**config.mk**
```make
export PLATFORM = sky130hd
export DESIGN_NAME = sram_arbiter_flat
export DESIGN_NICKNAME = d
export VERILOG_FILES = /design/src/rtl/sram_arbiter_pkg.sv /design/src/rtl/sram_arbiter_if.sv /design/src/rtl/sram_arb_pick.sv /design/src/rtl/sram_arbiter.sv /design/src/flat_wrapper.sv
export SDC_FILE = /design/constraint.sdc
export NUM_CORES = 1
export LEC_CHECK = 0
export CORE_AREA = 2 2 119 121
export CTS_BUF_LIST = sky130_fd_sc_hd__clkbuf_16
export CTS_CLUSTER_DIAMETER = 150
export CTS_CLUSTER_SIZE = 8
export DETAILED_ROUTE_END_ITERATION = 10
export DIE_AREA = 0 0 121 123
export GPL_ROUTABILITY_DRIVEN = 0
export PLACE_DENSITY_LB_ADDON = 0.15
export SYNTH_ARGS = -nofsm -noshare
export SYNTH_HDL_FRONTEND = slang
export SYNTH_SLANG_ARGS = --single-unit
```
**constraint.sdc**
```tcl
create_clock -name clk -period 2.38 [get_ports clk]
set_clock_uncertainty 0.15 [all_clocks]
set_input_delay 0.238 -clock clk [delete_from_list [all_inputs] [get_ports clk]]
set_output_delay 0.238 -clock clk [all_outputs]
set_load 0.03 [all_outputs]
```
**src/rtl/sram_arbiter_pkg.sv**
```systemverilog
// Shared definitions for the fetch/data SRAM arbiter: source encodings,
// default starvation limit and the packed request-bus width.
package sram_arbiter_pkg;

   typedef enum logic {
      SRC_INST = 1'b0,
      SRC_DATA = 1'b1
   } src_e;

   localparam int STARVE_LIMIT_DEF = 4;
   localparam int STREAK_W         = 4;
   localparam int WE_W             = 4;

   // Width of a {req, we, addr, wdata} request vector carried between stages.
   function automatic int arb_req_w(input int addr_w, input int data_w);
      return 1 + WE_W + addr_w + data_w;
   endfunction

endpackage

```
**src/rtl/sram_arbiter_if.sv**
```systemverilog
// Core-side fetch/data request ports plus the unified SRAM port, bundled for the arbiter.
interface sram_arbiter_if #(
   parameter int ADDR_W = 32,
   parameter int DATA_W = 32
);
   logic              i_req;
   logic [ADDR_W-1:0] i_addr;
   logic              i_addr_ok;
   logic              i_data_ok;
   logic [DATA_W-1:0] i_rdata;

   logic              d_req;
   logic [3:0]        d_we;
   logic [ADDR_W-1:0] d_addr;
   logic [DATA_W-1:0] d_wdata;
   logic              d_addr_ok;
   logic              d_data_ok;
   logic [DATA_W-1:0] d_rdata;

   logic              sram_en;
   logic [3:0]        sram_we;
   logic [ADDR_W-1:0] sram_addr;
   logic [DATA_W-1:0] sram_wdata;
   logic [DATA_W-1:0] sram_rdata;

   logic [31:0]       conflict_cnt;

   modport slave (
      input  i_req, i_addr, d_req, d_we, d_addr, d_wdata, sram_rdata,
      output i_addr_ok, i_data_ok, i_rdata, d_addr_ok, d_data_ok, d_rdata,
             sram_en, sram_we, sram_addr, sram_wdata, conflict_cnt
   );

   modport master (
      output i_req, i_addr, d_req, d_we, d_addr, d_wdata, sram_rdata,
      input  i_addr_ok, i_data_ok, i_rdata, d_addr_ok, d_data_ok, d_rdata,
             sram_en, sram_we, sram_addr, sram_wdata, conflict_cnt
   );
endinterface

```
**src/rtl/sram_arb_pick.sv**
```systemverilog
// Combinational grant selector: data wins unless a pending fetch has waited
// through STARVE_LIMIT consecutive data grants.
module sram_arb_pick
   import sram_arbiter_pkg::*;
#(
   parameter int STARVE_LIMIT = STARVE_LIMIT_DEF
) (
   input  logic                dreq_i,
   input  logic                ireq_i,
   input  logic [STREAK_W-1:0] streak_i,
   output logic                gnt_dat_o,
   output logic                gnt_ins_o
);
   localparam logic [STREAK_W-1:0] LIMIT = STREAK_W'(STARVE_LIMIT);

   logic force_ins;

   assign force_ins = ireq_i && (streak_i == LIMIT);
   assign gnt_dat_o = dreq_i && !force_ins;
   assign gnt_ins_o = ireq_i && !gnt_dat_o;
endmodule

```
**src/rtl/sram_arbiter.sv**
```systemverilog
// Shares one single-port synchronous SRAM between instruction fetch and data
// access; one grant per cycle, response to its owner on the next cycle.
module sram_arbiter
   import sram_arbiter_pkg::*;
#(
   parameter int STARVE_LIMIT = STARVE_LIMIT_DEF,
   parameter int ADDR_W       = 32,
   parameter int DATA_W       = 32
) (
   input logic           clk,
   input logic           reset,
   sram_arbiter_if.slave bus
);
   localparam int                  REQ_W = arb_req_w(ADDR_W, DATA_W);
   localparam logic [STREAK_W-1:0] LIMIT = STREAK_W'(STARVE_LIMIT);

   logic                rdy_q,      rdy_d;
   logic                resp_vld_q, resp_vld_d;
   src_e                resp_src_q, resp_src_d;
   logic [STREAK_W-1:0] streak_q,   streak_d;
   logic [31:0]         conflict_q, conflict_d;

   logic dreq_gated, ireq_gated;
   logic gnt_dat, gnt_ins;

   // No grants until the first clock after reset release.
   assign dreq_gated = rdy_q & bus.d_req;
   assign ireq_gated = rdy_q & bus.i_req;

   sram_arb_pick #(.STARVE_LIMIT(STARVE_LIMIT)) u_pick (
      .dreq_i    (dreq_gated),
      .ireq_i    (ireq_gated),
      .streak_i  (streak_q),
      .gnt_dat_o (gnt_dat),
      .gnt_ins_o (gnt_ins)
   );

   logic [REQ_W-1:0] d_bus, i_bus, sel_bus;

   assign d_bus = {bus.d_req, bus.d_we, bus.d_addr, bus.d_wdata};
   assign i_bus = {bus.i_req, {WE_W{1'b0}}, bus.i_addr, {DATA_W{1'b0}}};

   always_comb begin
      sel_bus = '0;
      if (gnt_dat)      sel_bus = d_bus;
      else if (gnt_ins) sel_bus = i_bus;
   end

   // The req bit of the selected bus doubles as the SRAM enable.
   assign bus.sram_en    = sel_bus[REQ_W-1];
   assign bus.sram_we    = sel_bus[REQ_W-2 -: WE_W];
   assign bus.sram_addr  = sel_bus[ADDR_W+DATA_W-1 -: ADDR_W];
   assign bus.sram_wdata = sel_bus[DATA_W-1:0];

   assign bus.i_addr_ok    = gnt_ins;
   assign bus.d_addr_ok    = gnt_dat;
   assign bus.i_data_ok    = resp_vld_q && (resp_src_q == SRC_INST);
   assign bus.d_data_ok    = resp_vld_q && (resp_src_q == SRC_DATA);
   assign bus.i_rdata      = bus.sram_rdata;
   assign bus.d_rdata      = bus.sram_rdata;
   assign bus.conflict_cnt = conflict_q;

   always_comb begin
      rdy_d      = 1'b1;
      resp_vld_d = gnt_dat | gnt_ins;
      resp_src_d = gnt_dat ? SRC_DATA : SRC_INST;
      streak_d   = streak_q;
      if (gnt_ins || !bus.i_req)
         streak_d = '0;
      else if (gnt_dat && streak_q < LIMIT)
         streak_d = streak_q + 1'b1;
      conflict_d = conflict_q;
      if (rdy_q && bus.i_req && bus.d_req)
         conflict_d = conflict_q + 32'd1;
   end

   always_ff @(posedge clk or posedge reset) begin
      if (reset) begin
         rdy_q      <= 1'b0;
         resp_vld_q <= 1'b0;
         resp_src_q <= SRC_INST;
         streak_q   <= '0;
         conflict_q <= '0;
      end else begin
         rdy_q      <= rdy_d;
         resp_vld_q <= resp_vld_d;
         resp_src_q <= resp_src_d;
         streak_q   <= streak_d;
         conflict_q <= conflict_d;
      end
   end
endmodule
```
**src/flat_wrapper.sv**
```systemverilog
// flat-port wrapper written by rule: the top's interface ports become plain ports
module sram_arbiter_flat import sram_arbiter_pkg::*;
#(
   parameter int STARVE_LIMIT = STARVE_LIMIT_DEF,
   parameter int ADDR_W       = 32,
   parameter int DATA_W       = 32
)
  (clk, reset, bus_i_req, bus_i_addr, bus_d_req, bus_d_we, bus_d_addr, bus_d_wdata, bus_sram_rdata, bus_i_addr_ok, bus_i_data_ok, bus_i_rdata, bus_d_addr_ok, bus_d_data_ok, bus_d_rdata, bus_sram_en, bus_sram_we, bus_sram_addr, bus_sram_wdata, bus_conflict_cnt);
  sram_arbiter_if #(.ADDR_W(ADDR_W), .DATA_W(DATA_W)) bus_i ();
  input logic clk;
  input logic reset;
  input wire logic [$bits(bus_i.i_req)-1:0] bus_i_req;
  input wire logic [$bits(bus_i.i_addr)-1:0] bus_i_addr;
  input wire logic [$bits(bus_i.d_req)-1:0] bus_d_req;
  input wire logic [$bits(bus_i.d_we)-1:0] bus_d_we;
  input wire logic [$bits(bus_i.d_addr)-1:0] bus_d_addr;
  input wire logic [$bits(bus_i.d_wdata)-1:0] bus_d_wdata;
  input wire logic [$bits(bus_i.sram_rdata)-1:0] bus_sram_rdata;
  output wire logic [$bits(bus_i.i_addr_ok)-1:0] bus_i_addr_ok;
  output wire logic [$bits(bus_i.i_data_ok)-1:0] bus_i_data_ok;
  output wire logic [$bits(bus_i.i_rdata)-1:0] bus_i_rdata;
  output wire logic [$bits(bus_i.d_addr_ok)-1:0] bus_d_addr_ok;
  output wire logic [$bits(bus_i.d_data_ok)-1:0] bus_d_data_ok;
  output wire logic [$bits(bus_i.d_rdata)-1:0] bus_d_rdata;
  output wire logic [$bits(bus_i.sram_en)-1:0] bus_sram_en;
  output wire logic [$bits(bus_i.sram_we)-1:0] bus_sram_we;
  output wire logic [$bits(bus_i.sram_addr)-1:0] bus_sram_addr;
  output wire logic [$bits(bus_i.sram_wdata)-1:0] bus_sram_wdata;
  output wire logic [$bits(bus_i.conflict_cnt)-1:0] bus_conflict_cnt;
  assign bus_i.i_req = bus_i_req;
  assign bus_i.i_addr = bus_i_addr;
  assign bus_i.d_req = bus_d_req;
  assign bus_i.d_we = bus_d_we;
  assign bus_i.d_addr = bus_d_addr;
  assign bus_i.d_wdata = bus_d_wdata;
  assign bus_i.sram_rdata = bus_sram_rdata;
  assign bus_i_addr_ok = bus_i.i_addr_ok;
  assign bus_i_data_ok = bus_i.i_data_ok;
  assign bus_i_rdata = bus_i.i_rdata;
  assign bus_d_addr_ok = bus_i.d_addr_ok;
  assign bus_d_data_ok = bus_i.d_data_ok;
  assign bus_d_rdata = bus_i.d_rdata;
  assign bus_sram_en = bus_i.sram_en;
  assign bus_sram_we = bus_i.sram_we;
  assign bus_sram_addr = bus_i.sram_addr;
  assign bus_sram_wdata = bus_i.sram_wdata;
  assign bus_conflict_cnt = bus_i.conflict_cnt;
  sram_arbiter #(.STARVE_LIMIT(STARVE_LIMIT), .ADDR_W(ADDR_W), .DATA_W(DATA_W)) u_core (.clk(clk), .reset(reset), .bus(bus_i));
endmodule
```
==> flow_metrics.tcl <==
set metrics [dict create \
    clkSlewWorstSetupHoldPaths_ns 0.05 \
    dp.cells 637 \
    synthTopCellsByCount "buf_4 (65), and2_1 (40), dfrtp_1 (39), a22o_1 (32), xnor2_1 (23)" \
    reg2reg_from "u_core.bus.conflict_cnt[0]" \
    yosys.area.top_type "dfrtp_1" \
    synth-edff-count 0 \
    synthArstFlopShare 1.00 \
    crit_top_cell "buf_12" \
    start_kind "flip-flop" \
    cp.arrival_ns 1.88 \
    critPathCapture "bus_sram_addr[1]" \
    synthAdderAreaFrac 0.0130 \
    synth_top_family_by_area "simple AND/OR/NAND/NOR gates" \
    row_count 43 \
    start_util 0.212 \
    ys_top_cells_by_area "dfrtp_1 (34%), buf_4 (17%), a22o_1 (9.7%)" \
    final_cells 650 \
    synth_flop_cell "dfrtp_1" \
    r2r_setup_slack_ns 0.54 \
    diodes 0 \
    ioPinCount 305 \
    vias 2838 \
    grt_max_degree 40 \
    ys_ff_latch 39 \
    coreArea_um2 13600 \
    yosys.area_share.simple 0.247 \
    fmax_mhz 441 \
    fin_crit_ns 2.27 \
    clock-sinks 39 \
    ys_warn_count 0 \
    worstPathCellList "inv_1, ha_1, nand4b_1, a21oi_2, and2_4, buf_12, a22o_1, buf_12" \
    whs_ns 0.229 \
    status "completed" \
    numCtsBuffers 5 \
    final_hold_viol_count 0 \
    ys_seq_area_frac 0.338 \
    p_per_area_nw_per_um2 437 \
    drive_above_1_share 0.223 \
    die_x_um 121 \
    crit_start "u_core.streak_q[0]" \
    syn_area_um2 2890 \
    worst_skew_pair.late_latency_ns 0.28 \
    synthMuxAreaShare 0.00390 \
    yosys.area_share.xor_xnor 0.0940 \
    netlist_instances 315 \
    timing.rr.end "u_core.bus.conflict_cnt[24]" \
    critical_path_class "flip-flop to output pin" \
    slowest_delay_ns 0.40 \
    ctsHtreeMaxLevel 2 \
    drt_iter0_drc 70 \
    cts_tree "done" \
    grt_antenna_before_repair 1 \
    ant_nets 0 \
    drc_errors 0 \
    grt_pass1_wl_um 16100 \
    grt_setup_unrepaired "true" \
    synth_area_per_cell_um2 9.17 \
    drtPass1Iterations 4 \
    grt_pass1_vias 2741 \
    cap_violations 0 \
    yosysMostFrequentCell "buf_4" \
    worstRegToRegCells 6 \
    slew_violations 0 \
    syn_to_final_growth_pct 76.3 \
    grt.overflow.total 0 \
    synth_nets 454 \
    min_path_type "input port to asynchronous set/reset pin" \
    synth-compound-area-share 0.108 \
    dp_hpwl_um 9060 \
    port_buffers 208 \
    fin_nets 608 \
    vias_per_cell 4.37 \
    die_y_um 123 \
    slowest_stage "dfrtp_1" \
    fp.dieArea_um2 14900 \
    crit_cells 8 \
    wl_per_cell_um 17.8 \
    end_kind "output pin" \
    ir_drop_mv 0.308 \
    synth_cell_types 32 \
    cts_root_buf "clkbuf_16" \
    grtUsageTotal 0.140 \
    cts_max_path_buffers 2 \
    worst-path-buf-inv 3 \
    path_max_fanout 17 \
    cp_top_family "flip-flops" \
    setup_viol 0 \
    netlist.area_leader.share 0.338 \
    drt_wl_total_um 11600 \
    leakagePower_nw 2.23 \
    critPathRequiredTime_ns 1.99 \
    period_share 0.954 \
]
## flip-flops by register name, indices dropped and copies added (netlist names)
| name | flops |
|---|---|
| u_core.streak_q | 4 |
| u_core.bus.conflict_cnt | 32 |
| u_core.resp_src_q | 1 |
| u_core.rdy_q | 1 |
| u_core.resp_vld_q | 1 |
## per-layer routing
metal | wire length (um) | global-route usage | vias to the layer above
met1 | 4550 | 0.168 | 1338
met4 | 47 | 0.0211 | 2
met5 | 13 | 0 | -
met3 | 1360 | 0.0637 | 8
met2 | 5600 | 0.236 | 163
li1 | - | - | 1327
## worst register-to-register path, delay by kind of cell (launching register included)
kind,cells,cell delay [ns]
buffers and inverters,1,0.21
DFF,1,0.43
xor gates and xnor gates,1,0.16
and+or+nand+nor,3,0.58
adders and majority gates,1,0.19
## placed cells by master, fill, tap and decap left out, types with 4 or more instances in the layout
cell type        instances
xnor2_1                 23
nor2_1                  11
nand3_1                 14
a22o_4                   4
clkdlybuf4s50_1        138
a22o_1                  28
nand4_1                 15
buf_4                   57
dfrtp_1                 39
and3_1                  10
buf_6                   11
xor2_1                   8
buf_12                  19
nand2_1                 11
and2_1                  39
and4_1                   5
inv_1                    5
clkbuf_16                6
## stage by stage
step	instance area, um2	setup slack [ns]	utilization	total power, mW	TNS, ns
2_1_floorplan	2890	0.155	-	1.32	0
5_1_grt	5090	-0.0183	0.374	2.32	-0.0751
3_3_place_gp	4810	0.136	0.354	1.58	0
4_1_cts	4990	-0.00840	0.366	2.23	-0.0105
3_5_place_dp	4810	0.129	0.354	1.58	0
6_report	5090	0.110	0.374	2.22	0
## final cells by class
type                    count  area (um2)
clock inverters             3        15.0
inverters                   5        18.8
fillers                  1374        8520
multi-input cells         192        1400
repair buffers            226        2340
well taps                 180         225
flip-flops and latches     39         976
clock buffers               5         125
## cells by family after synthesis
logic type / after synthesis
and+or+nand+nor: 119
buffers and inverters: 84
DFF: 39
AOI/OAI and AO/OA: 37
xor gates and xnor gates: 31
adders and majority gates: 3
other: 1
muxes: 1
## how the worst min path moves through the flow
| stage | from | to | slack [ns] | cells after the start |
|---|---|---|---|---|
| after floorplan | bus_d_req | u_core.resp_vld_q | 0.23 | 2 |
| after global placement | u_core.bus.conflict_cnt[31] | u_core.bus.conflict_cnt[31] | 0.31 | 1 |
| after detailed placement | u_core.bus.conflict_cnt[31] | u_core.bus.conflict_cnt[31] | 0.32 | 1 |
| after CTS | reset | u_core.bus.conflict_cnt[26] | 0.26 | 3 |
| after global routing | reset | u_core.bus.conflict_cnt[12] | 0.30 | 3 |
| final | reset | u_core.bus.conflict_cnt[15] | 0.23 | 3 |
## power breakdown
group | switching, mW | total [mW] | internal [mW]
clock | 0.251 | 0.631 | 0.380
sequential | 0.0718 | 0.778 | 0.706
combinational | 0.384 | 0.815 | 0.431
## repair_timing
action,in CTS,in global routing
buffers inserted,0,4
gates resized for setup,4,15
hold buffers,0,0
endpoints found under the hold margin,0,0
cloned,0,1
endpoints found under the setup margin,3,62
pin swaps,0,2
Power figures use the tool's default switching activity.
